## config.mk

```make
export PLATFORM = sky130hd
export DESIGN_NAME = arty_s7_input_cond_flat
export DESIGN_NICKNAME = d
export VERILOG_FILES = /design/src/rtl/arty_s7_pkg.sv /design/src/rtl/arty_s7_input_cond_if.sv /design/src/rtl/arty_s7_debounce_ch.sv /design/src/rtl/arty_s7_input_cond.sv /design/src/flat_wrapper.sv
export SDC_FILE = /design/constraint.sdc
export NUM_CORES = 1
export LEC_CHECK = 0
export ABC_CLOCK_PERIOD_IN_PS = 5920
export CORE_ASPECT_RATIO = 0.7
export CORE_MARGIN = 8
export CORE_UTILIZATION = 45
export DETAILED_ROUTE_END_ITERATION = 10
export GPL_TIMING_DRIVEN = 0
export PLACE_DENSITY_LB_ADDON = 0.12
export SYNTH_ARGS = -nofsm -noshare
export SYNTH_HDL_FRONTEND = slang
export SYNTH_SLANG_ARGS = --single-unit
```

## constraint.sdc

```tcl
create_clock -name clk -period 5.92 [get_ports clk]
set_input_delay 1.184 -clock clk [delete_from_list [all_inputs] [get_ports clk]]
set_output_delay 1.184 -clock clk [all_outputs]
set_load 0.02 [all_outputs]
```

## src/rtl/arty_s7_pkg.sv

```systemverilog
// Shared constants and helper functions for the Arty S7 input conditioning slice.
package arty_s7_pkg;

    localparam int unsigned N_SW  = 4;
    localparam int unsigned N_BTN = 4;
    localparam int unsigned N_CH  = N_SW + N_BTN;

    // Ceiling log2; returns 0 for v <= 1.
    function automatic int unsigned clog2(input int unsigned v);
        int unsigned r;
        r = 0;
        for (int unsigned i = 0; i < 32; i++) begin
            if ((64'd1 << i) < 64'(v)) begin
                r = i + 1;
            end
        end
        return r;
    endfunction

    // Milliseconds to clock cycles, never less than one cycle.
    function automatic int unsigned ms_to_cycles(input int unsigned freq, input int unsigned ms);
        int unsigned c;
        c = (freq / 1000) * ms;
        return (c == 0) ? 1 : c;
    endfunction

endpackage

```

## src/rtl/arty_s7_input_cond_if.sv

```systemverilog
// Raw pad inputs and conditioned outputs of the board input stage.
interface arty_s7_input_cond_if;

    logic [arty_s7_pkg::N_SW-1:0]  sw_raw;
    logic [arty_s7_pkg::N_BTN-1:0] btn_raw;
    logic [arty_s7_pkg::N_SW-1:0]  sw_db;
    logic [arty_s7_pkg::N_BTN-1:0] btn_db;
    logic [arty_s7_pkg::N_BTN-1:0] btn_rise;
    logic [arty_s7_pkg::N_BTN-1:0] btn_fall;
    logic [arty_s7_pkg::N_BTN-1:0] btn_long;

    modport master (
        output sw_raw, btn_raw,
        input  sw_db, btn_db, btn_rise, btn_fall, btn_long
    );

    modport slave (
        input  sw_raw, btn_raw,
        output sw_db, btn_db, btn_rise, btn_fall, btn_long
    );

endinterface

```

## src/rtl/arty_s7_debounce_ch.sv

```systemverilog
// One input channel: N-flop synchronizer, debounce counter, stable level and edge pulses.
// SYNC_STAGES must be at least 2.
module arty_s7_debounce_ch
    import arty_s7_pkg::*;
#(
    parameter int unsigned SYNC_STAGES = 2,
    parameter int unsigned DB_CYCLES   = 4
) (
    input  logic clk,
    input  logic rst_n,
    input  logic raw,
    output logic level,
    output logic rise,
    output logic fall
);

    localparam int unsigned CW = clog2(DB_CYCLES + 1);
    localparam logic [CW-1:0] CNT_LAST = CW'(DB_CYCLES - 1);

    logic [SYNC_STAGES-1:0] sync_q;
    logic [CW-1:0]          cnt_q;
    logic                   s_c;
    logic                   differ_c;
    logic                   done_c;

    always_ff @(posedge clk or negedge rst_n) begin
        if (!rst_n) begin
            sync_q <= '0;
        end else begin
            sync_q <= {sync_q[SYNC_STAGES-2:0], raw};
        end
    end

    assign s_c      = sync_q[SYNC_STAGES-1];
    assign differ_c = s_c ^ level;
    assign done_c   = differ_c && (cnt_q == CNT_LAST);

    // Any sample matching the stable level discards the partial count.
    always_ff @(posedge clk or negedge rst_n) begin
        if (!rst_n) begin
            cnt_q <= '0;
            level <= 1'b0;
            rise  <= 1'b0;
            fall  <= 1'b0;
        end else begin
            rise <= done_c &  s_c;
            fall <= done_c & ~s_c;
            if (!differ_c || done_c) begin
                cnt_q <= '0;
            end else begin
                cnt_q <= cnt_q + CW'(1);
            end
            if (done_c) begin
                level <= s_c;
            end
        end
    end

endmodule

```

## src/rtl/arty_s7_input_cond.sv

```systemverilog
// Board input conditioning: synchronize and debounce 4 switches and 4 buttons.
// Define ARTY_S7_INPUT_COND_LONGPRESS_EN to generate the button long-press detectors.
module arty_s7_input_cond
    import arty_s7_pkg::*;
#(
    parameter int unsigned CLK_FREQ    = 12000000,
    parameter int unsigned DEBOUNCE_MS = 10,
    parameter int unsigned SYNC_STAGES = 2,
    parameter int unsigned LONG_MS     = 1000
) (
    input  logic                 clk,
    input  logic                 rst,
    arty_s7_input_cond_if.slave  bus
);

    localparam int unsigned DB_CYCLES = ms_to_cycles(CLK_FREQ, DEBOUNCE_MS);

    logic [N_CH-1:0]  ch_raw;
    logic [N_CH-1:0]  ch_level;
    logic [N_CH-1:0]  ch_rise;
    logic [N_CH-1:0]  ch_fall;
    logic [N_SW-1:0]  sw_rise_unused;
    logic [N_SW-1:0]  sw_fall_unused;
    logic [N_BTN-1:0] btn_level_c;

    // Channels 0..N_SW-1 are switches, the rest are buttons.
    assign ch_raw = {bus.btn_raw, bus.sw_raw};

    for (genvar g = 0; g < N_CH; g++) begin : g_ch
        arty_s7_debounce_ch #(
            .SYNC_STAGES (SYNC_STAGES),
            .DB_CYCLES   (DB_CYCLES)
        ) u_ch (
            .clk   (clk),
            .rst_n (rst),
            .raw   (ch_raw[g]),
            .level (ch_level[g]),
            .rise  (ch_rise[g]),
            .fall  (ch_fall[g])
        );
    end

    assign btn_level_c    = ch_level[N_CH-1:N_SW];
    assign bus.sw_db      = ch_level[N_SW-1:0];
    assign bus.btn_db     = btn_level_c;
    assign bus.btn_rise   = ch_rise[N_CH-1:N_SW];
    assign bus.btn_fall   = ch_fall[N_CH-1:N_SW];
    assign sw_rise_unused = ch_rise[N_SW-1:0];
    assign sw_fall_unused = ch_fall[N_SW-1:0];

`ifdef ARTY_S7_INPUT_COND_LONGPRESS_EN
    localparam int unsigned LONG_CYCLES = ms_to_cycles(CLK_FREQ, LONG_MS);
    localparam int unsigned LW          = clog2(LONG_CYCLES + 1);
    localparam logic [LW-1:0] HOLD_MAX  = LW'(LONG_CYCLES);
    localparam logic [LW-1:0] HOLD_LAST = LW'(LONG_CYCLES - 1);

    logic [LW-1:0]    hold_q [N_BTN];
    logic [N_BTN-1:0] long_q;

    // Saturating hold counters; the pulse fires only on the step into HOLD_MAX.
    always_ff @(posedge clk or negedge rst) begin
        if (!rst) begin
            for (int unsigned i = 0; i < N_BTN; i++) begin
                hold_q[i] <= '0;
            end
            long_q <= '0;
        end else begin
            for (int unsigned i = 0; i < N_BTN; i++) begin
                long_q[i] <= btn_level_c[i] && (hold_q[i] == HOLD_LAST);
                if (!btn_level_c[i]) begin
                    hold_q[i] <= '0;
                end else if (hold_q[i] != HOLD_MAX) begin
                    hold_q[i] <= hold_q[i] + LW'(1);
                end
            end
        end
    end

    assign bus.btn_long = long_q;
`else
    localparam int unsigned long_ms_unused = LONG_MS;

    assign bus.btn_long = '0;
`endif

endmodule
```

## src/flat_wrapper.sv

```systemverilog
// flat-port wrapper written by rule: the top's interface ports become plain ports
module arty_s7_input_cond_flat import arty_s7_pkg::*;
#(
    parameter int unsigned CLK_FREQ    = 12000000,
    parameter int unsigned DEBOUNCE_MS = 10,
    parameter int unsigned SYNC_STAGES = 2,
    parameter int unsigned LONG_MS     = 1000
)
  (clk, rst, bus_sw_raw, bus_btn_raw, bus_sw_db, bus_btn_db, bus_btn_rise, bus_btn_fall, bus_btn_long);
  arty_s7_input_cond_if bus_i ();
  input  logic clk;
  input  logic rst;
  input wire logic [$bits(bus_i.sw_raw)-1:0] bus_sw_raw;
  input wire logic [$bits(bus_i.btn_raw)-1:0] bus_btn_raw;
  output wire logic [$bits(bus_i.sw_db)-1:0] bus_sw_db;
  output wire logic [$bits(bus_i.btn_db)-1:0] bus_btn_db;
  output wire logic [$bits(bus_i.btn_rise)-1:0] bus_btn_rise;
  output wire logic [$bits(bus_i.btn_fall)-1:0] bus_btn_fall;
  output wire logic [$bits(bus_i.btn_long)-1:0] bus_btn_long;
  assign bus_i.sw_raw = bus_sw_raw;
  assign bus_i.btn_raw = bus_btn_raw;
  assign bus_sw_db = bus_i.sw_db;
  assign bus_btn_db = bus_i.btn_db;
  assign bus_btn_rise = bus_i.btn_rise;
  assign bus_btn_fall = bus_i.btn_fall;
  assign bus_btn_long = bus_i.btn_long;
  arty_s7_input_cond #(.CLK_FREQ(CLK_FREQ), .DEBOUNCE_MS(DEBOUNCE_MS), .SYNC_STAGES(SYNC_STAGES), .LONG_MS(LONG_MS)) u_core (.clk(clk), .rst(rst), .bus(bus_i));
endmodule
```

==> flow_metrics.env, run 1 <==
export IMPL_placed_area_um2=8500
export IMPL_crit_cells=2
export IMPL_ant_nets=0
export IMPL_fillers=1555
export IMPL_setup_ws_ps=3180
export IMPL_dr_pass1_iters=4
export IMPL_syn_area_per_cell_um2=10.4
export IMPL_die_w_um=175
export IMPL_dr_wl_met3_um=575
export IMPL_crit_slowest_cell="clkdlybuf4s50_1"
export IMPL_cts_buffers=17
export IMPL_wirelength_um=14400
export IMPL_status="completed"
export IMPL_whs_path_depth=0
export IMPL_synth_cell_area_um2=7920
export IMPL_wl_met2_um=6170
export IMPL_critical_path_buf_inv_count=2
export IMPL_ios=30
export IMPL_track_usage=0.138
export IMPL_tightestPinTransition_ps=769
export IMPL_required_ps=4740
export IMPL_post_drt_wl_per_cell_um=13.6
export IMPL_crit_type="flip-flop to primary output"
export IMPL_min_period_over_period=0.463
export IMPL_seqCellArea_um2=4200
export IMPL_antenna_found_initial=0
export IMPL_htreeDepth=4
export IMPL_r2r_cells=6
export IMPL_start_util=0.460
export IMPL_fmax_mhz=365
export IMPL_final_area_um2=9050
export IMPL_hold_class="flip-flop to flip-flop"
export IMPL_ys_ff_latch=168
export IMPL_cpPeakStageDelay_ps=590
export IMPL_rsz0062_at_grt="false"
export IMPL_maxSlewHeadroom=0.483
export IMPL_path_delay_family="buffers and inverters"
export IMPL_grt_pass1_wl_um=25800
export IMPL_diodes=0
export IMPL_dieHeight_um=127
export IMPL_place_hpwl_um=9540
export IMPL_synthTopCellsByArea="dfrtp_1 53%, xnor2_1 9.3%, nor2_1 6.8%"
export IMPL_wl_met1_um=7440
export IMPL_setup_viol=0
export IMPL_yosysWarnings=0
export IMPL_multi_input_area_um2=3430
export IMPL_hold_viol=0
export IMPL_grt_max_degree=109
export IMPL_cts_tree="done"
export IMPL_ctsLongestPathBuffers=2
export IMPL_ctsHoldBuffers=0
export IMPL_crit_arrival_ps=1560
export IMPL_die_area_um2=22200
export IMPL_portBuffers=25
export IMPL_max_vdd_ir_drop_uv=107
export IMPL_row_count=40
export IMPL_final_core_util=0.526
export IMPL_maxCapViolCount=0
export IMPL_synth_distinct_cells=43
export IMPL_synth_edf_count=0
export IMPL_cp_cell_sequence="buf_4 > clkdlybuf4s50_1"
export IMPL_gp_congestion=0.816
export IMPL_cp_end_kind="primary output"
export IMPL_drt_iter0_markers=382
export IMPL_first_global_vias=5523
export IMPL_startpoint_type="flip-flop"
export IMPL_crit_fanout=5
export IMPL_drc_errors=0
export IMPL_async_reset_ff_frac=1.00
export IMPL_fin_skew_ps=6.57
export IMPL_syn_inst=763
export IMPL_synth_seq_area_share=0.531
export IMPL_core_area_um2=17200
export IMPL_drive_above_1_share=0.101
export IMPL_cts_setup_buffers=0
export IMPL_cts_root_buf="clkbuf_16"
export IMPL_p_leak_nw=3.64
export IMPL_yosysMostFrequentCell="dfrtp_1"
export IMPL_total_power_mw=2.29
export IMPL_synthTopCellsByCount="168 x dfrtp_1, 143 x nor2_1, 84 x xnor2_1"
export IMPL_clkTransAtPathRegs_ps=60
export IMPL_layout_min_cycle_time_ps=2740
export IMPL_clock_sinks=168
export IMPL_grt_ovfl_total=0
export IMPL_dr_max_layer_used="met4"
export IMPL_vias=5468
export IMPL_final_setup_tns_ps=0
export IMPL_viasPerCell=5.18
export IMPL_area_delta_synth_final_pct=14.3
export IMPL_nNetsFinal=829
export IMPL_netlist_area_leader_share=0.531
export IMPL_drv_slew=0
export IMPL_synthFlopType="dfrtp_1"
export IMPL_synth_area_leader_cell="dfrtp_1"
export IMPL_cts_resized=0
export IMPL_dp_slack_ps=3620
export IMPL_p_per_area_nw_per_um2=253
export IMPL_clock_latency_ps=420
## area by class of cell
cell class,count,area share
Sequential cell,168,0.464
Multi-Input combinational cell,545,0.379
Clock buffer,25,0.0558
Tap cell,231,0.0319
Timing Repair Buffer,26,0.0312
Buffer,33,0.0242
Inverter,20,0.00829
Clock inverter,7,0.00470
## layout by cell type (no fill, tap or decap), types with 17 or more instances in the layout
master,Yosys,layout
clkbuf_16,0,17
nor3_1,30,30
xor2_1,39,39
nand4_1,46,46
nor4_1,33,33
buf_4,21,21
inv_1,20,20
dfrtp_1,168,168
clkdlybuf4s50_1,0,24
xnor2_1,84,84
nand3_1,46,46
nor2_1,143,143
nand2_1,32,32
## per-stage QoR
step                      hold slack, ps  instances
final                                348       1055
after detailed placement             336       1023
after floorplan                      331        766
after global placement               334       1022
after CTS                            349       1055
after global routing                 356       1055
## cells by family after synthesis
group / synth area share
DFF: 0.531
AOI/OAI and AO/OA: 0.0226
other: 0.000473
buffers and inverters: 0.0371
adders and majority gates: 0.0126
muxes: 0.0118
xor gates and xnor gates: 0.136
and+or+nand+nor: 0.249
## flip-flops by register name, summed over array words and instances (netlist names)
signal and cells:
u_core.g_ch.u_ch.sync_q 16, u_core.g_ch.u_ch.fall 4, u_core.g_ch.u_ch.cnt_q 136, u_core.g_ch.u_ch.level 8, u_core.g_ch.u_ch.rise 4
## where the power goes
group          internal [mW]  switching [mW]  total [mW]  leakage (nW)
clock                  0.590           0.434        1.02         0.265
combinational         0.0286          0.0553      0.0839          1.08
sequential              1.17          0.0183        1.19          2.29
total                   1.79           0.507        2.29          3.64
## final timing paths
check,start,end,slack [ps]
worst min-delay path,u_core.g_ch[3].u_ch.sync_q[0],u_core.g_ch[3].u_ch.sync_q[1],350
max in group asynchronous,rst,u_core.g_ch[7].u_ch.cnt_q[3],4340
worst max-delay path,u_core.g_ch[5].u_ch.level,bus_btn_db[1],3180
worst max register to register,u_core.g_ch[1].u_ch.cnt_q[0],u_core.g_ch[1].u_ch.cnt_q[10],3660
min in group asynchronous,rst,u_core.g_ch[4].u_ch.cnt_q[2],680
worst min register to register,u_core.g_ch[3].u_ch.sync_q[0],u_core.g_ch[3].u_ch.sync_q[1],350
## routing by layer
metal  global-route usage  up-vias
li1                     -     2718
met1                0.190     2655
met2                0.209       83
met3               0.0341       12
met4               0.0512        0
met5                    0        -
## worst register-to-register path: cells and delay by family, from the launching register on
family,cells,cell delay (ps)
flops,1,410
fa+ha+maj,1,260
simple gates,3,530
buf+inv,1,330
compound gates,1,620
Note: power is estimated with default switching activity, not from simulation.
==> run 2: changes to the inputs <==
--- a/config.mk
+++ b/config.mk
@@ -5,7 +5,7 @@
 export SDC_FILE = /design/constraint.sdc
 export NUM_CORES = 1
 export LEC_CHECK = 0
-export ABC_CLOCK_PERIOD_IN_PS = 5920
+export ABC_CLOCK_PERIOD_IN_PS = 2800
 export CORE_ASPECT_RATIO = 0.7
 export CORE_MARGIN = 8
 export CORE_UTILIZATION = 45
==> constraint.sdc (replaced) <==
create_clock -name clk -period 2.8 [get_ports clk]
set_input_delay 0.56 -clock clk [delete_from_list [all_inputs] [get_ports clk]]
set_output_delay 0.56 -clock clk [all_outputs]
set_load 0.02 [all_outputs]
==> results of run 2 <==
Same layout as run 1 (identical final DEF). Status: completed.
Among the figures that moved: setup slack after placement 3620 ps -> 553 ps; setup slack after layout 3180 ps -> 538 ps; hold slack 348 ps -> 59.4 ps; start point of the critical path u_core.g_ch[5].u_ch.level -> u_core.g_ch[1].u_ch.cnt_q[0]; end point of the critical path bus_btn_db[1] -> u_core.g_ch[1].u_ch.cnt_q[10]; register-to-register setup slack 3660 ps -> 540 ps; total power 2.29 mW -> 4.85 mW; worst IR drop on VDD 107 uV -> 226 uV
==> run 3: changes to the inputs <==
--- a/config.mk
+++ b/config.mk
@@ -5,7 +5,7 @@
 export SDC_FILE = /design/constraint.sdc
 export NUM_CORES = 1
 export LEC_CHECK = 0
-export ABC_CLOCK_PERIOD_IN_PS = 2800
+export ABC_CLOCK_PERIOD_IN_PS = 2000
 export CORE_ASPECT_RATIO = 0.7
 export CORE_MARGIN = 8
 export CORE_UTILIZATION = 45
==> constraint.sdc (replaced) <==
create_clock -name clk -period 2 [get_ports clk]
set_input_delay 0.4 -clock clk [delete_from_list [all_inputs] [get_ports clk]]
set_output_delay 0.4 -clock clk [all_outputs]
set_load 0.02 [all_outputs]
==> run 3 against run 2 <==
Final area grew 2.1%. First-iteration DRC count shrank 8.6%. Via count grew 1.8%. Flip-flop and latch count is the same. Cell count grew 1.0%. Non-clock buffer count grew 11. Maximum frequency grew 15%. Routed wire length grew 1.8%. Register-to-register slack lost 500 ps. Utilization grew 1.1 points. Critical path type unchanged. Largest cell class unchanged. Largest power group unchanged.
==> flow_metrics.env, run 3 (same netlist as run 1, synthesis figures left out) <==
export IMPL_status="completed"
export IMPL_row_count=40
export IMPL_dieHeight_um=127
export IMPL_whs_path_depth=0
export IMPL_fin_skew_ps=6.83
export IMPL_antenna_found_initial=0
export IMPL_grt_max_degree=109
export IMPL_grtUsageMet3=0.0341
export IMPL_pwr_share_comb=0.039
export IMPL_core_area_um2=17200
export IMPL_ctsLongestPathBuffers=2
export IMPL_fillers=1549
export IMPL_crit_type="flip-flop to flip-flop"
export IMPL_startpoint="u_core.g_ch[5].u_ch.cnt_q[6]"
export IMPL_p_int_mw=5.30
export IMPL_drv_slew=0
export IMPL_p_clk_frac=0.445
export IMPL_max_vdd_ir_drop_uv=317
export IMPL_required_ps=2310
export IMPL_setup_viol=0
export IMPL_hold_class="flip-flop to flip-flop"
export IMPL_cts_tree="done"
export IMPL_tightestPinTransition_ps=541
export IMPL_r2r_cells=4
export IMPL_viasPerCell=5.22
export IMPL_cts_root_buf="clkbuf_16"
export IMPL_dr_pass1_iters=4
export IMPL_drive_above_1_share=0.122
export IMPL_place_hpwl_um=9540
export IMPL_grt_busiest_layer="met2"
export IMPL_cp_end_kind="flip-flop"
export IMPL_die_area_um2=22200
export IMPL_clock_sinks=168
export IMPL_crit_path_end="u_core.g_ch[5].u_ch.level"
export IMPL_first_global_vias=5528
export IMPL_seqPwrFrac=0.516
export IMPL_grt_pass1_wl_um=25900
export IMPL_crit_fanout=5
export IMPL_placed_area_um2=8500
export IMPL_min_period_over_period=0.979
export IMPL_maxSlewHeadroom=0.639
export IMPL_track_usage=0.139
export IMPL_met1_usage=0.190
export IMPL_drc_errors=0
export IMPL_clock_latency_ps=420
export IMPL_diodes=0
export IMPL_maxCapViolCount=0
export IMPL_final_core_util=0.537
export IMPL_timing_rr_start="u_core.g_ch[5].u_ch.cnt_q[6]"
export IMPL_start_util=0.460
export IMPL_largest_reg_flops=136
export IMPL_wirelength_um=14600
export IMPL_final_area_um2=9240
export IMPL_cp_cell_sequence="nand4b_1 > or4_4 > or3_4 > mux2_4"
export IMPL_ios=30
export IMPL_reg_largest_list="u_core.g_ch.u_ch.cnt_q (136), u_core.g_ch.u_ch.sync_q (16), u_core.g_ch.u_ch.level (8)"
export IMPL_grt_ovfl_total=0
export IMPL_cpPeakStageDelay_ps=520
export IMPL_p_per_area_nw_per_um2=737
export IMPL_clkTransAtPathRegs_ps=70
export IMPL_crit_slowest_cell="or4_4"
export IMPL_nNetsFinal=840
export IMPL_area_delta_synth_final_pct=16.6
export IMPL_drt_iter0_markers=349
export IMPL_layout_common_cells="166 x dfrtp_1, 142 x nor2_1, 84 x xnor2_1, 46 x nand3_1, 46 x nand4_1"
export IMPL_power_switching_mw=1.51
export IMPL_final_common_cell="dfrtp_1"
export IMPL_ant_nets=0
export IMPL_gp_congestion=0.816
export IMPL_switching_share=0.222
export IMPL_rsz0062_at_grt="false"
export IMPL_largest_register="u_core.g_ch.u_ch.cnt_q"
export IMPL_vias=5565
export IMPL_htreeDepth=4
export IMPL_layout_min_cycle_time_ps=1960
export IMPL_worst_r2r_endpoint="u_core.g_ch[5].u_ch.level"
export IMPL_cts_buffers=17
export IMPL_portBuffers=25
export IMPL_startpoint_type="flip-flop"
export IMPL_crit_arrival_ps=2270
export IMPL_p_leak_nw=3.78
export IMPL_r2r_setup_slack_ps=40
export IMPL_post_drt_wl_per_cell_um=13.7
export IMPL_fmax_mhz=510
export IMPL_die_w_um=175
export IMPL_met2_usage=0.211
export IMPL_hold_viol=0
run 3: how the worst min path moves through the flow:
stage / to / start / slack (ps)
after floorplan: u_core.g_ch[0].u_ch.cnt_q[0] / rst / 100
after global placement: u_core.g_ch[0].u_ch.sync_q[1] / u_core.g_ch[0].u_ch.sync_q[0] / 330
after detailed placement: u_core.g_ch[4].u_ch.sync_q[1] / u_core.g_ch[4].u_ch.sync_q[0] / 340
after CTS: u_core.g_ch[4].u_ch.sync_q[1] / u_core.g_ch[4].u_ch.sync_q[0] / 350
after global routing: u_core.g_ch[1].u_ch.sync_q[1] / u_core.g_ch[1].u_ch.sync_q[0] / 360
final: u_core.g_ch[3].u_ch.sync_q[1] / u_core.g_ch[3].u_ch.sync_q[0] / 350
run 3: final cells by class:
class                      count  area, um2  area share
clock inverter                 7       42.5     0.00461
inverter                      20       75.1     0.00813
tap                          231        289      0.0313
buffer                        31        215      0.0233
timing repair buffer          39        393      0.0425
sequential                   168       4210       0.455
clock buffer                  25        505      0.0547
multi-input combinational    545       3510       0.380
run 3: metrics by stage:
step | cells | TNS [ps] | hold slack (ps) | power (mW) | setup slack, ps
2_1_floorplan | 766 | 0 | 104 | 3.69 | 81.0
3_3_place_gp | 1022 | -1068060 | 334 | 3.81 | -6350
3_5_place_dp | 1023 | -6850 | 336 | 3.82 | -247
4_1_cts | 1059 | 0 | 349 | 6.88 | 7.39
5_1_grt | 1066 | 0 | 356 | 7.08 | 0.582
6_report | 1066 | 0 | 349 | 6.81 | 41.1
run 3: timing repair:
item | CTS | global route
setup endpoints to repair | 73 | 58
hold endpoints to repair | 60 | 0
gates resized for setup | 7 | 14
setup buffers | 4 | 8
hold buffers | 1 | 0
pin swaps | 3 | 5
run 3: per-layer routing:
layer | part of all wire | vias to the layer above
met5 | 0 | -
met4 | 0.013 | 0
met3 | 0.047 | 16
met2 | 0.44 | 99
met1 | 0.50 | 2700
li1 | - | 2750
run 3: power by group through the flow:
stage | clock network [mW] | registers [mW] | logic, mW
after floorplan | 0 | 3.56 | 0.131
after global placement | 0 | 3.57 | 0.243
after detailed placement | 0 | 3.57 | 0.255
after CTS | 3.11 | 3.51 | 0.265
after global routing | 3.25 | 3.52 | 0.306
final | 3.03 | 3.51 | 0.263
run 3: critical path: cells and delay by family (launching register included):
| family | cells | cell delay (ps) |
|---|---|---|
| DFF | 1 | 430 |
| and+or+nand+nor | 3 | 1110 |
| muxes | 1 | 300 |
